[src/rtl/fir_pkg.sv]
// Shared constants and types for the 16-tap FIR coefficient loader.
package fir_pkg;

   localparam int FIR_NTAPS = 16;
   localparam int FIR_CW    = 16;

   typedef enum logic [1:0] {
      IDLE,
      LOAD,
      ARMED
   } loader_state_t;

   typedef logic [FIR_CW-1:0] coef_t;

endpackage

[src/rtl/fir_coef_bank.sv]
// NTAPS x CW coefficient register bank: indexed single-word write, parallel
// load of the whole bank, flat output with tap 0 in the low slice.
module fir_coef_bank
   import fir_pkg::*;
#(
   parameter int NTAPS = FIR_NTAPS,
   parameter int CW    = FIR_CW,
   localparam int IW   = $clog2(NTAPS)
) (
   input  logic                  clock,
   input  logic                  rst,
   input  logic                  wr_en,
   input  logic [IW-1:0]         wr_idx,
   input  logic [CW-1:0]         wr_data,
   input  logic                  ld_en,
   input  logic [NTAPS*CW-1:0]   ld_data,
   output logic [NTAPS*CW-1:0]   q
);

   logic [CW-1:0] regs [NTAPS];

   // Parallel load has priority; the two write ports are never used together.
   always_ff @(posedge clock) begin
      if (!rst) begin
         for (int i = 0; i < NTAPS; i++) regs[i] <= '0;
      end else if (ld_en) begin
         for (int i = 0; i < NTAPS; i++) regs[i] <= ld_data[i*CW +: CW];
      end else if (wr_en) begin
         regs[wr_idx] <= wr_data;
      end
   end

   always_comb begin
      q = '0;
      for (int i = 0; i < NTAPS; i++) q[i*CW +: CW] = regs[i];
   end

endmodule

[src/rtl/fir_coeff_loader.sv]
// Serial coefficient loader: shadow fill over valid/ready, atomic commit to the
// active bank on sample_strobe. Optional checksum with `define FIR_COEF_CKSUM_EN.
module fir_coeff_loader
   import fir_pkg::*;
#(
   parameter int NTAPS = FIR_NTAPS,
   parameter int CW    = FIR_CW
) (
   input  logic                  clock,
   input  logic                  rst,
   input  logic                  load_start,
   input  logic [CW-1:0]         coef_in,
   input  logic                  coef_valid,
   input  logic                  coef_last,
   output logic                  coef_ready,
   input  logic                  sample_strobe,
   output logic [NTAPS*CW-1:0]   h_out,
   output logic                  load_done,
   output logic                  load_err,
   output logic                  busy,
   output logic [CW-1:0]         cksum
);

   localparam int IW = $clog2(NTAPS);
   localparam logic [IW-1:0] LAST_IDX = IW'(NTAPS - 1);

   loader_state_t state;
   logic [IW-1:0] idx;
   logic [NTAPS*CW-1:0] shadow_q;
   logic accept;
   logic beat_err;
   logic commit;

   // A restart in LOAD wins over a simultaneous beat, so that beat is dropped.
   assign accept   = (state == LOAD) && coef_valid && !load_start;
   assign beat_err = accept && ((idx == LAST_IDX) != coef_last);
   assign commit   = (state == ARMED) && sample_strobe;

   assign coef_ready = (state == LOAD);
   assign busy       = (state == LOAD) || (state == ARMED);

   always_ff @(posedge clock) begin
      if (!rst) begin
         state     <= IDLE;
         idx       <= '0;
         load_done <= 1'b0;
         load_err  <= 1'b0;
      end else begin
         load_done <= 1'b0;
         load_err  <= 1'b0;
         case (state)
            IDLE: begin
               if (load_start) begin
                  state <= LOAD;
                  idx   <= '0;
               end
            end
            LOAD: begin
               if (load_start) begin
                  idx <= '0;
               end else if (beat_err) begin
                  load_err <= 1'b1;
                  state    <= IDLE;
               end else if (accept) begin
                  if (idx == LAST_IDX) state <= ARMED;
                  else idx <= idx + 1'b1;
               end
            end
            ARMED: begin
               if (commit) begin
                  load_done <= 1'b1;
                  state     <= IDLE;
               end
            end
            default: state <= IDLE;
         endcase
      end
   end

   fir_coef_bank #(.NTAPS(NTAPS), .CW(CW)) u_shadow (
      .clock   (clock),
      .rst     (rst),
      .wr_en   (accept),
      .wr_idx  (idx),
      .wr_data (coef_in),
      .ld_en   (1'b0),
      .ld_data ('0),
      .q       (shadow_q)
   );

   fir_coef_bank #(.NTAPS(NTAPS), .CW(CW)) u_active (
      .clock   (clock),
      .rst     (rst),
      .wr_en   (1'b0),
      .wr_idx  ('0),
      .wr_data ('0),
      .ld_en   (commit),
      .ld_data (shadow_q),
      .q       (h_out)
   );

`ifdef FIR_COEF_CKSUM_EN
   logic [CW-1:0] sum_acc;
   logic [CW-1:0] cksum_q;

   // load_start in ARMED is ignored, so it must not clear the pending sum.
   always_ff @(posedge clock) begin
      if (!rst) begin
         sum_acc <= '0;
         cksum_q <= '0;
      end else begin
         if (load_start && (state != ARMED)) sum_acc <= '0;
         else if (beat_err) sum_acc <= '0;
         else if (accept) sum_acc <= sum_acc + coef_in;
         if (commit) cksum_q <= sum_acc;
      end
   end

   assign cksum = cksum_q;
`else
   assign cksum = '0;
`endif

endmodule
[config.mk]
export PLATFORM = sky130hd
export DESIGN_NAME = fir_coeff_loader
export DESIGN_NICKNAME = d
export VERILOG_FILES = /design/src/rtl/fir_pkg.sv /design/src/rtl/fir_coef_bank.sv /design/src/rtl/fir_coeff_loader.sv
export SDC_FILE = /design/constraint.sdc
export NUM_CORES = 1
export LEC_CHECK = 0
export ABC_AREA = 0
export CAP_MARGIN = 20
export CORE_MARGIN = 1.5
export CORE_UTILIZATION = 54
export CTS_BUF_LIST = sky130_fd_sc_hd__clkbuf_8 sky130_fd_sc_hd__clkbuf_16
export DETAILED_ROUTE_END_ITERATION = 16
export PLACE_DENSITY = 0.82
export SYNTH_ARGS = -nofsm -noshare
export SYNTH_HDL_FRONTEND = slang
export SYNTH_SLANG_ARGS = --single-unit
[constraint.sdc]
create_clock -name clock -period 9.55 [get_ports clock]
set_input_delay 1.91 -clock clock [delete_from_list [all_inputs] [get_ports clock]]
set_output_delay 1.91 -clock clock [all_outputs]
set_load 0.1 [all_outputs]
==> results.yml, run 1 <==
floorplanning:
  dieWidth_um: 192
  initial_core_util: 0.547
  dieArea_um2: 37000
  coreArea_um2: 35400
  die_y_um: 192
  rows: 69
  ios: 298
final_layout:
  area_growth_pct: 24.6
  final_nets: 1583
  multi_input_area_um2: 3360
  fillCellCount: 2342
  fin_area_um2: 24100
  mostFrequentLayoutCells: "edfxtp_1 (512), clkdlybuf4s50_1 (280), nor2_1 (260)"
  final_common_cell: "edfxtp_1"
  drive_gt1_frac: 0.0662
  diodes: 0
  seqCellArea_um2: 15500
worst_setup_path:
  cp_top_family: "buffers and inverters"
  startpoint_type: "input pin"
  cp_num_buf_inv: 3
  crit_type: "input pin to flip-flop"
  end_kind: "flip-flop"
  crit_required_ns: 9.81
  arrival_ns: 4.79
  cpPeakStageDelay_ns: 0.53
  path_cells: "clkdlybuf4s50_1, and2b_1, and3_1, nand2_2, buf_4, o21ai_1, buf_6"
  cp_max_fo: 35
  crit_path_top_delay_cell: "o21ai_1"
power_and_ir_drop:
  power_density_nw_per_um2: 218
  p_sw_mw: 1.44
  p_leak_nw: 8.37
  peakVddDrop_v: 0.000152
  switching_share: 0.274
  pwr-share-comb: 0.141
  internal_power_mw: 3.81
  p_seq_frac: 0.504
  clock_power_share: 0.355
route:
  met3_length_um: 3720
  wl_met2_um: 20400
  wl_met1_um: 16800
  wl_per_cell_um: 20.5
  drt_pass1_iterations: 5
  top_layer_used: "met4"
  routed_via_density: 5.28
  drt-initial-drc-count: 953
  ant_nets: 0
  routed_wl_um: 42000
  drc: 0
  num_vias: 10800
clock_network:
  cts_root_buffer: "clkbuf_16"
  clock_path_buffers: 3
  cts_tree: "done"
  post_cts_resized: 0
  cts_hold_buf: 0
  postCtsSetupBuffers: 0
  worstSkewPairLatency_ns: 0.56
  cts_buffers: 48
  cts.sinks: 520
  clkTransAtPathRegs_ns: 0.06
  htree_levels: 2
sta:
  period_share: 0.474
  setup_viol_count_final: 0
  tns_ns: 0
  fmaxAchievable_mhz: 221
  min_period_ns: 4.53
  max_slew_margin: 0.248
  fin_skew_ns: 0.0207
  rsz0062_at_grt: "false"
  hold_violations: 0
  tightest_slew_ns: 1.12
  whs_ns: 0.507
  maxSlewViolCount: 0
yosys:
  synth_top_area_frac: 0.794
  synth.distinct_cells: 32
  synth_area_um2: 19400
  synth-compound-area-share: 0.00847
  synth_top_family_by_area: "simple AND/OR/NAND/NOR gates"
  synth-xor-area-share: 0.000453
  synth-seq-area-share: 0.803
  synthSimpleGateAreaFrac: 0.155
  syn_inst: 1265
  synth_adder_area_share: 0.00453
  ys_ff_latch: 520
  synth.area.top_cells: "edfxtp_1 (79%), and2_1 (8.3%), nor2_1 (5.0%)"
  syn_area_per_cell_um2: 15.3
  synthMuxAreaShare: 0.00103
  synth.largest_area_cell: "edfxtp_1"
  ys.warnings.count: 0
global_route:
  grt_pass1_wl_um: 61400
  grt_use_total: 0.228
  grt_max_degree: 105
  grt_overflow: 0
  grt_pass1_vias: 10400
  antenna_found_initial: 0
placement:
  post-dp-hpwl_um: 27400
  placed_cell_area_um2: 22500
  io_buffer_count: 281
  gp_routability_congestion: 0.825
worst_hold_path:
  hp-class: "flip-flop to flip-flop"
flow_run:
  drv_cap: 0
status:
  status: "completed"
## metrics by stage
stage	utilization	power, mW	instances	worst slack [ns]
detailed placement	0.636	3.43	1960	4.11
CTS	0.679	5.28	2043	4.64
finish	0.681	5.25	2048	5.02
global placement	0.633	3.42	1953	4.28
floorplan	-	3.27	1280	1.04
global route	0.681	5.39	2048	4.85
## logic make-up (layout without fill, tap and decap cells)
family / after synthesis / count (layout)
XOR/XNOR: 1 / 1
other: 1 / 16
buffers and inverters: 92 / 399
AO/OA/AOI/OAI: 27 / 27
multiplexers: 2 / 2
adder cells (fa/ha/maj): 7 / 7
AND/OR/NAND/NOR: 615 / 615
flip-flops: 520 / 520
## flip-flops by register name, summed over array words and instances, names as in the netlist
register / count
u_shadow.regs: 256
idx: 4
u_active.regs: 256
state: 2
load_err: 1
load_done: 1
## worst paths after layout
kind / startpoint / to / slack, ns / cells past startpoint
setup / recovery: load_start / u_shadow.regs[14][10] / 5.02 / 7
hold / removal: state[1] / state[1] / 0.51 / 2
setup reg to reg: state[1] / u_shadow.regs[14][10] / 6.15 / 8
hold reg to reg: state[1] / state[1] / 0.51 / 2
## power groups by stage
stage / clock, mW / combinational (mW) / sequential, mW
floorplan: 0 / 0.152 / 3.12
global placement: 0 / 0.726 / 2.70
detailed placement: 0 / 0.735 / 2.70
CTS: 1.89 / 0.737 / 2.65
global route: 1.97 / 0.760 / 2.66
finish: 1.87 / 0.740 / 2.65
## synth_stat cells (all sizes together)
library cell,number
a221oi,1
mux2i,2
and2b,1
nor2b,3
o22ai,3
buf,54
nand3,6
nand4,1
o2bb2ai,1
clkbuf,31
conb,1
nand2,79
edfxtp,512
ha,7
o311ai,1
a211o,1
nand2b,3
xnor2,1
a2111o,1
inv,7
dfxtp,8
or2,1
o21ai,18
and3,2
nor2,261
and2,258
o2111ai,1
## metal layers
metal / vias to the layer above / track usage
met1: 5255 / 0.309
met4: 0 / 0.0736
met2: 581 / 0.373
met3: 81 / 0.0455
li1: 4902 / -
met5: - / 0
## layout make-up
class,count,area share
Timing Repair Buffer,309,0.128
Tap cell,461,0.0239
Inverter,7,0.00109
Clock buffer,49,0.0509
Sequential cell,520,0.644
Clock inverter,34,0.0125
Multi-Input combinational cell,668,0.139
## tightest hold or removal path: stages, from the launching register on
cell     delay (ns)
dfxtp_1        0.33
nand2_1        0.06
o22ai_1        0.06
(Power assumes the default switching activity.)
==> run 2: changes to the inputs <==
clock period = 4.45 ns   (was 9.55 ns; I/O delays follow)
==> results.yml, run 2 (synthesis gave the netlist of run 1 again) <==
placement:
  place_inst: 1970
  gp_routability_congestion: 0.873
  io_buffer_count: 281
  post-dp-hpwl_um: 27900
floorplanning:
  rows: 69
  dieWidth_um: 192
  die_y_um: 192
  dieArea_um2: 37000
  coreArea_um2: 35400
  initial_core_util: 0.547
  ios: 298
sta:
  maxSlewViolCount: 0
  min_period_ns: 3.48
  tns_ns: 0
  tightest_slew_ns: 1.13
  hold_violations: 0
  setup_viol_count_final: 0
  fin_skew_ns: 0.0137
  max_slew_margin: 0.246
  rsz0062_at_grt: "false"
  fmaxAchievable_mhz: 287
  period_share: 0.782
clock_network:
  postCtsSetupBuffers: 0
  cts_hold_buf: 0
  cts_root_buffer: "clkbuf_16"
  clock_path_buffers: 3
  cts_buffers: 49
  cts.sinks: 520
  clkTransAtPathRegs_ns: 0.06
  post_cts_resized: 0
  htree_levels: 2
  cts_tree: "done"
  worstSkewPairLatency_ns: 0.56
global_route:
  antenna_found_initial: 0
  grt_pass1_vias: 10600
  grt_overflow: 0
  grt_max_degree: 109
  grt_use_total: 0.230
  grt_pass1_wl_um: 61900
worst_setup_path:
  rrSetupSlack_ns: 1.72
  crit_type: "flip-flop to output port"
  end_kind: "output port"
  cpPeakStageDelay_ns: 1.21
  arrival_ns: 2.59
  cp_max_fo: 11
  startpoint_type: "flip-flop"
  cp_num_buf_inv: 2
  crit_required_ns: 3.56
  crit_path_top_delay_cell: "clkdlybuf4s50_1"
  path_cells: "inv_1, ha_1, clkdlybuf4s50_1"
  cp_top_family: "buffers and inverters"
final_layout:
  fillCellCount: 2342
  area_growth_pct: 24.5
  top_regs: "u_active.regs (256), u_shadow.regs (256), idx (4)"
  final_nets: 1590
  drive_gt1_frac: 0.0658
  final_common_cell: "edfxtp_1"
  mostFrequentLayoutCells: "edfxtp_1 (512), clkdlybuf4s50_1 (280), nor2_1 (260)"
  finalNonFillerCells: 2058
status:
  status: "completed"
power_and_ir_drop:
  p_leak_nw: 8.38
  peakVddDrop_v: 0.000455
  power_density_nw_per_um2: 463
route:
  routed_via_density: 5.26
  drt_pass1_iterations: 5
  num_vias: 10800
  routed_wl_um: 42300
  drc: 0
  ant_nets: 0
  drt-initial-drc-count: 979
  wl_per_cell_um: 20.6
worst_hold_path:
  hp-class: "flip-flop to flip-flop"
flow_run:
  drv_cap: 0
[run 2: area by class of cell]
cell class                      count  area [um2]  area share
Clock buffer                       51        1280      0.0530
Tap cell                          461         577      0.0239
Sequential cell                   520       15500       0.645
Antenna cell                        1        2.50    0.000104
Timing Repair Buffer              315        3100       0.129
Multi-Input combinational cell    668        3360       0.140
Clock inverter                     35         206     0.00857
Inverter                            7        26.3     0.00109
[run 2: tightest hold or removal path, stage by stage (launching register included)]
cell and delay [ns]:
dfxtp_1 0.33, nand2_1 0.06, mux2i_1 0.06
[run 2: path summary, 6_finish.rpt]
path / start / endpoint / cells after the start
max: state[1] / coef_ready / 3
min: state[0] / state[0] / 2
max reg2reg: state[1] / u_shadow.regs[7][0] / 7
min reg2reg: state[0] / state[0] / 2
[run 2: power by group]
| group | internal, mW | total [mW] | switching [mW] |
|---|---|---|---|
| logic | 0.293 | 1.59 | 1.30 |
| clock network | 2.17 | 3.88 | 1.70 |
| registers | 5.60 | 5.68 | 0.0794 |
[run 2: routing by layer]
metal  GRT usage  up-vias  part of all wire
met4      0.0805        0             0.028
met3      0.0535       85             0.087
met1       0.300     5264              0.39
met2       0.381      551              0.49
li1            -     4915                 -
met5           0        -                 0
[run 2: metrics by stage]
stage / setup WS [ns] / power (mW) / util / area (um2) / hold slack [ns]
floorplan: 0.750 / 7.00 / - / 19400 / 0.452
global placement: 1.23 / 7.36 / 0.638 / 22600 / 0.464
detailed placement: 1.08 / 7.38 / 0.638 / 22600 / 0.487
CTS: 0.969 / 11.2 / 0.680 / 24100 / 0.495
global route: 0.907 / 11.4 / 0.681 / 24100 / 0.519
finish: 0.969 / 11.2 / 0.681 / 24100 / 0.495
==> run 3: changes to the inputs <==
clock period = 3.5 ns   (was 4.45 ns; I/O delays follow)
==> results.yml, run 3 (synthesis gave the netlist of run 1 again) <==
worst_hold_path:
  hp-class: "flip-flop to flip-flop"
sta:
  tightest_slew_ns: 1.03
  maxSlewViolCount: 0
  fmaxAchievable_mhz: 354
  period_share: 0.807
  min_period_ns: 2.82
  rsz0062_at_grt: "false"
  max_slew_margin: 0.311
  setup_viol_count_final: 0
  fin_ws_ns: 0.676
  hold_violations: 0
  fin_skew_ns: 0.0174
final_layout:
  final_nets: 1598
  top_regs: "u_active.regs (256), u_shadow.regs (256), idx (4)"
  mostFrequentLayoutCells: "edfxtp_1 (512), clkdlybuf4s50_1 (263), nor2_1 (260)"
  area_growth_pct: 25.2
  final_common_cell: "edfxtp_1"
  drive_gt1_frac: 0.0801
  fillCellCount: 2316
  fin_util: 0.684
  diodes: 0
worst_setup_path:
  crit_end: "h_out[240]"
  startpoint_type: "flip-flop"
  crit_type: "flip-flop to output port"
  r2r_start: "state[1]"
  worstSetupPathDepth: 1
  crit_required_ns: 2.80
  crit_path_top_delay_cell: "clkdlybuf4s50_1"
  cp_top_family: "buffers and inverters"
  r2r_end: "u_shadow.regs[9][13]"
  cp_num_buf_inv: 1
  cpPeakStageDelay_ns: 1.16
  cp_max_fo: 1
  path_cells: "clkdlybuf4s50_1"
  critPathLaunch: "u_active.regs[1][112]"
  end_kind: "output port"
  arrival_ns: 2.12
  reg2reg_depth: 7
  rrSetupSlack_ns: 0.80
power_and_ir_drop:
  peakVddDrop_v: 0.000576
  p_leak_nw: 8.48
  power_density_nw_per_um2: 594
floorplanning:
  initial_core_util: 0.547
  ios: 298
  rows: 69
  dieWidth_um: 192
  coreArea_um2: 35400
  die_y_um: 192
  dieArea_um2: 37000
clock_network:
  worstSkewPairLatency_ns: 0.56
  postCtsSetupBuffers: 0
  post_cts_resized: 0
  cts_root_buffer: "clkbuf_16"
  clkTransAtPathRegs_ns: 0.07
  cts_hold_buf: 0
  cts_tree: "done"
  cts.sinks: 520
  clock_path_buffers: 3
  cts_buffers: 50
  htree_levels: 2
placement:
  dp_slack_ns: 0.396
  io_buffer_count: 281
  post-dp-hpwl_um: 28000
  gp_routability_congestion: 0.824
route:
  wl_per_cell_um: 20.7
  drt_pass1_iterations: 7
  drt-initial-drc-count: 984
  routed_wl_um: 42800
  drc: 0
  num_vias: 10900
  routed_via_density: 5.28
  ant_nets: 0
global_route:
  grt_use_total: 0.231
  grt_pass1_wl_um: 62100
  grt_pass1_vias: 10600
  antenna_found_initial: 0
  grt_overflow: 0
  grt_max_degree: 162
flow_run:
  drv_cap: 0
status:
  status: "completed"
## run 3: cell types whose count changed in the layout (fill, tap and decap cells not counted), sizes merged, moves of 2 or more
cell,before,now
buf,35,59
clkdlybuf4s50,280,263
clkinv,20,23
clkbuf,51,53
## run 3: final cells by class
type	instances	area, um2	area share
well taps	461	577	0.0238
inverters	7	26.3	0.00108
clock buffers	53	1330	0.0548
flip-flops and latches	520	15500	0.641
clock inverters	40	244	0.0101
multi-input cells	668	3360	0.139
repair buffers	322	3150	0.130
## run 3: power by group
part	internal, mW	switching, mW	leakage (nW)
Combinational	0.376	1.66	2.52
Clock	2.94	2.18	0.812
Sequential	7.12	0.103	5.15
Total	10.4	3.94	8.48
## run 3: worst min-delay path by stage
stage          startpoint        to  slack, ns  cells after the start
2_1_floorplan    state[0]  state[0]       0.45                      2
3_3_place_gp     state[0]  state[0]       0.47                      2
3_5_place_dp     state[0]  state[0]       0.48                      2
4_1_cts          state[0]  state[0]       0.49                      2
5_1_grt          state[0]  state[0]       0.51                      2
6_report         state[0]  state[0]       0.50                      2
## run 3: per-stage QoR
step	cell area (um2)	instances	TNS, ns	hold slack, ns	power (mW)
after global placement	22600	1977	0	0.472	9.36
after CTS	24200	2070	0	0.492	14.5
after detailed placement	22600	1977	0	0.482	9.38
after floorplan	19400	1280	-18.90	0.452	8.90
after global routing	24200	2071	0	0.507	14.7
final	24200	2071	0	0.496	14.4
## run 3: per-layer routing
layer / wire, um / share of wire / GRT usage
met5: 0 / 0 / 0
met4: 1180 / 0.028 / 0.0692
met3: 3970 / 0.093 / 0.0498
met2: 21300 / 0.50 / 0.389
met1: 16300 / 0.38 / 0.305
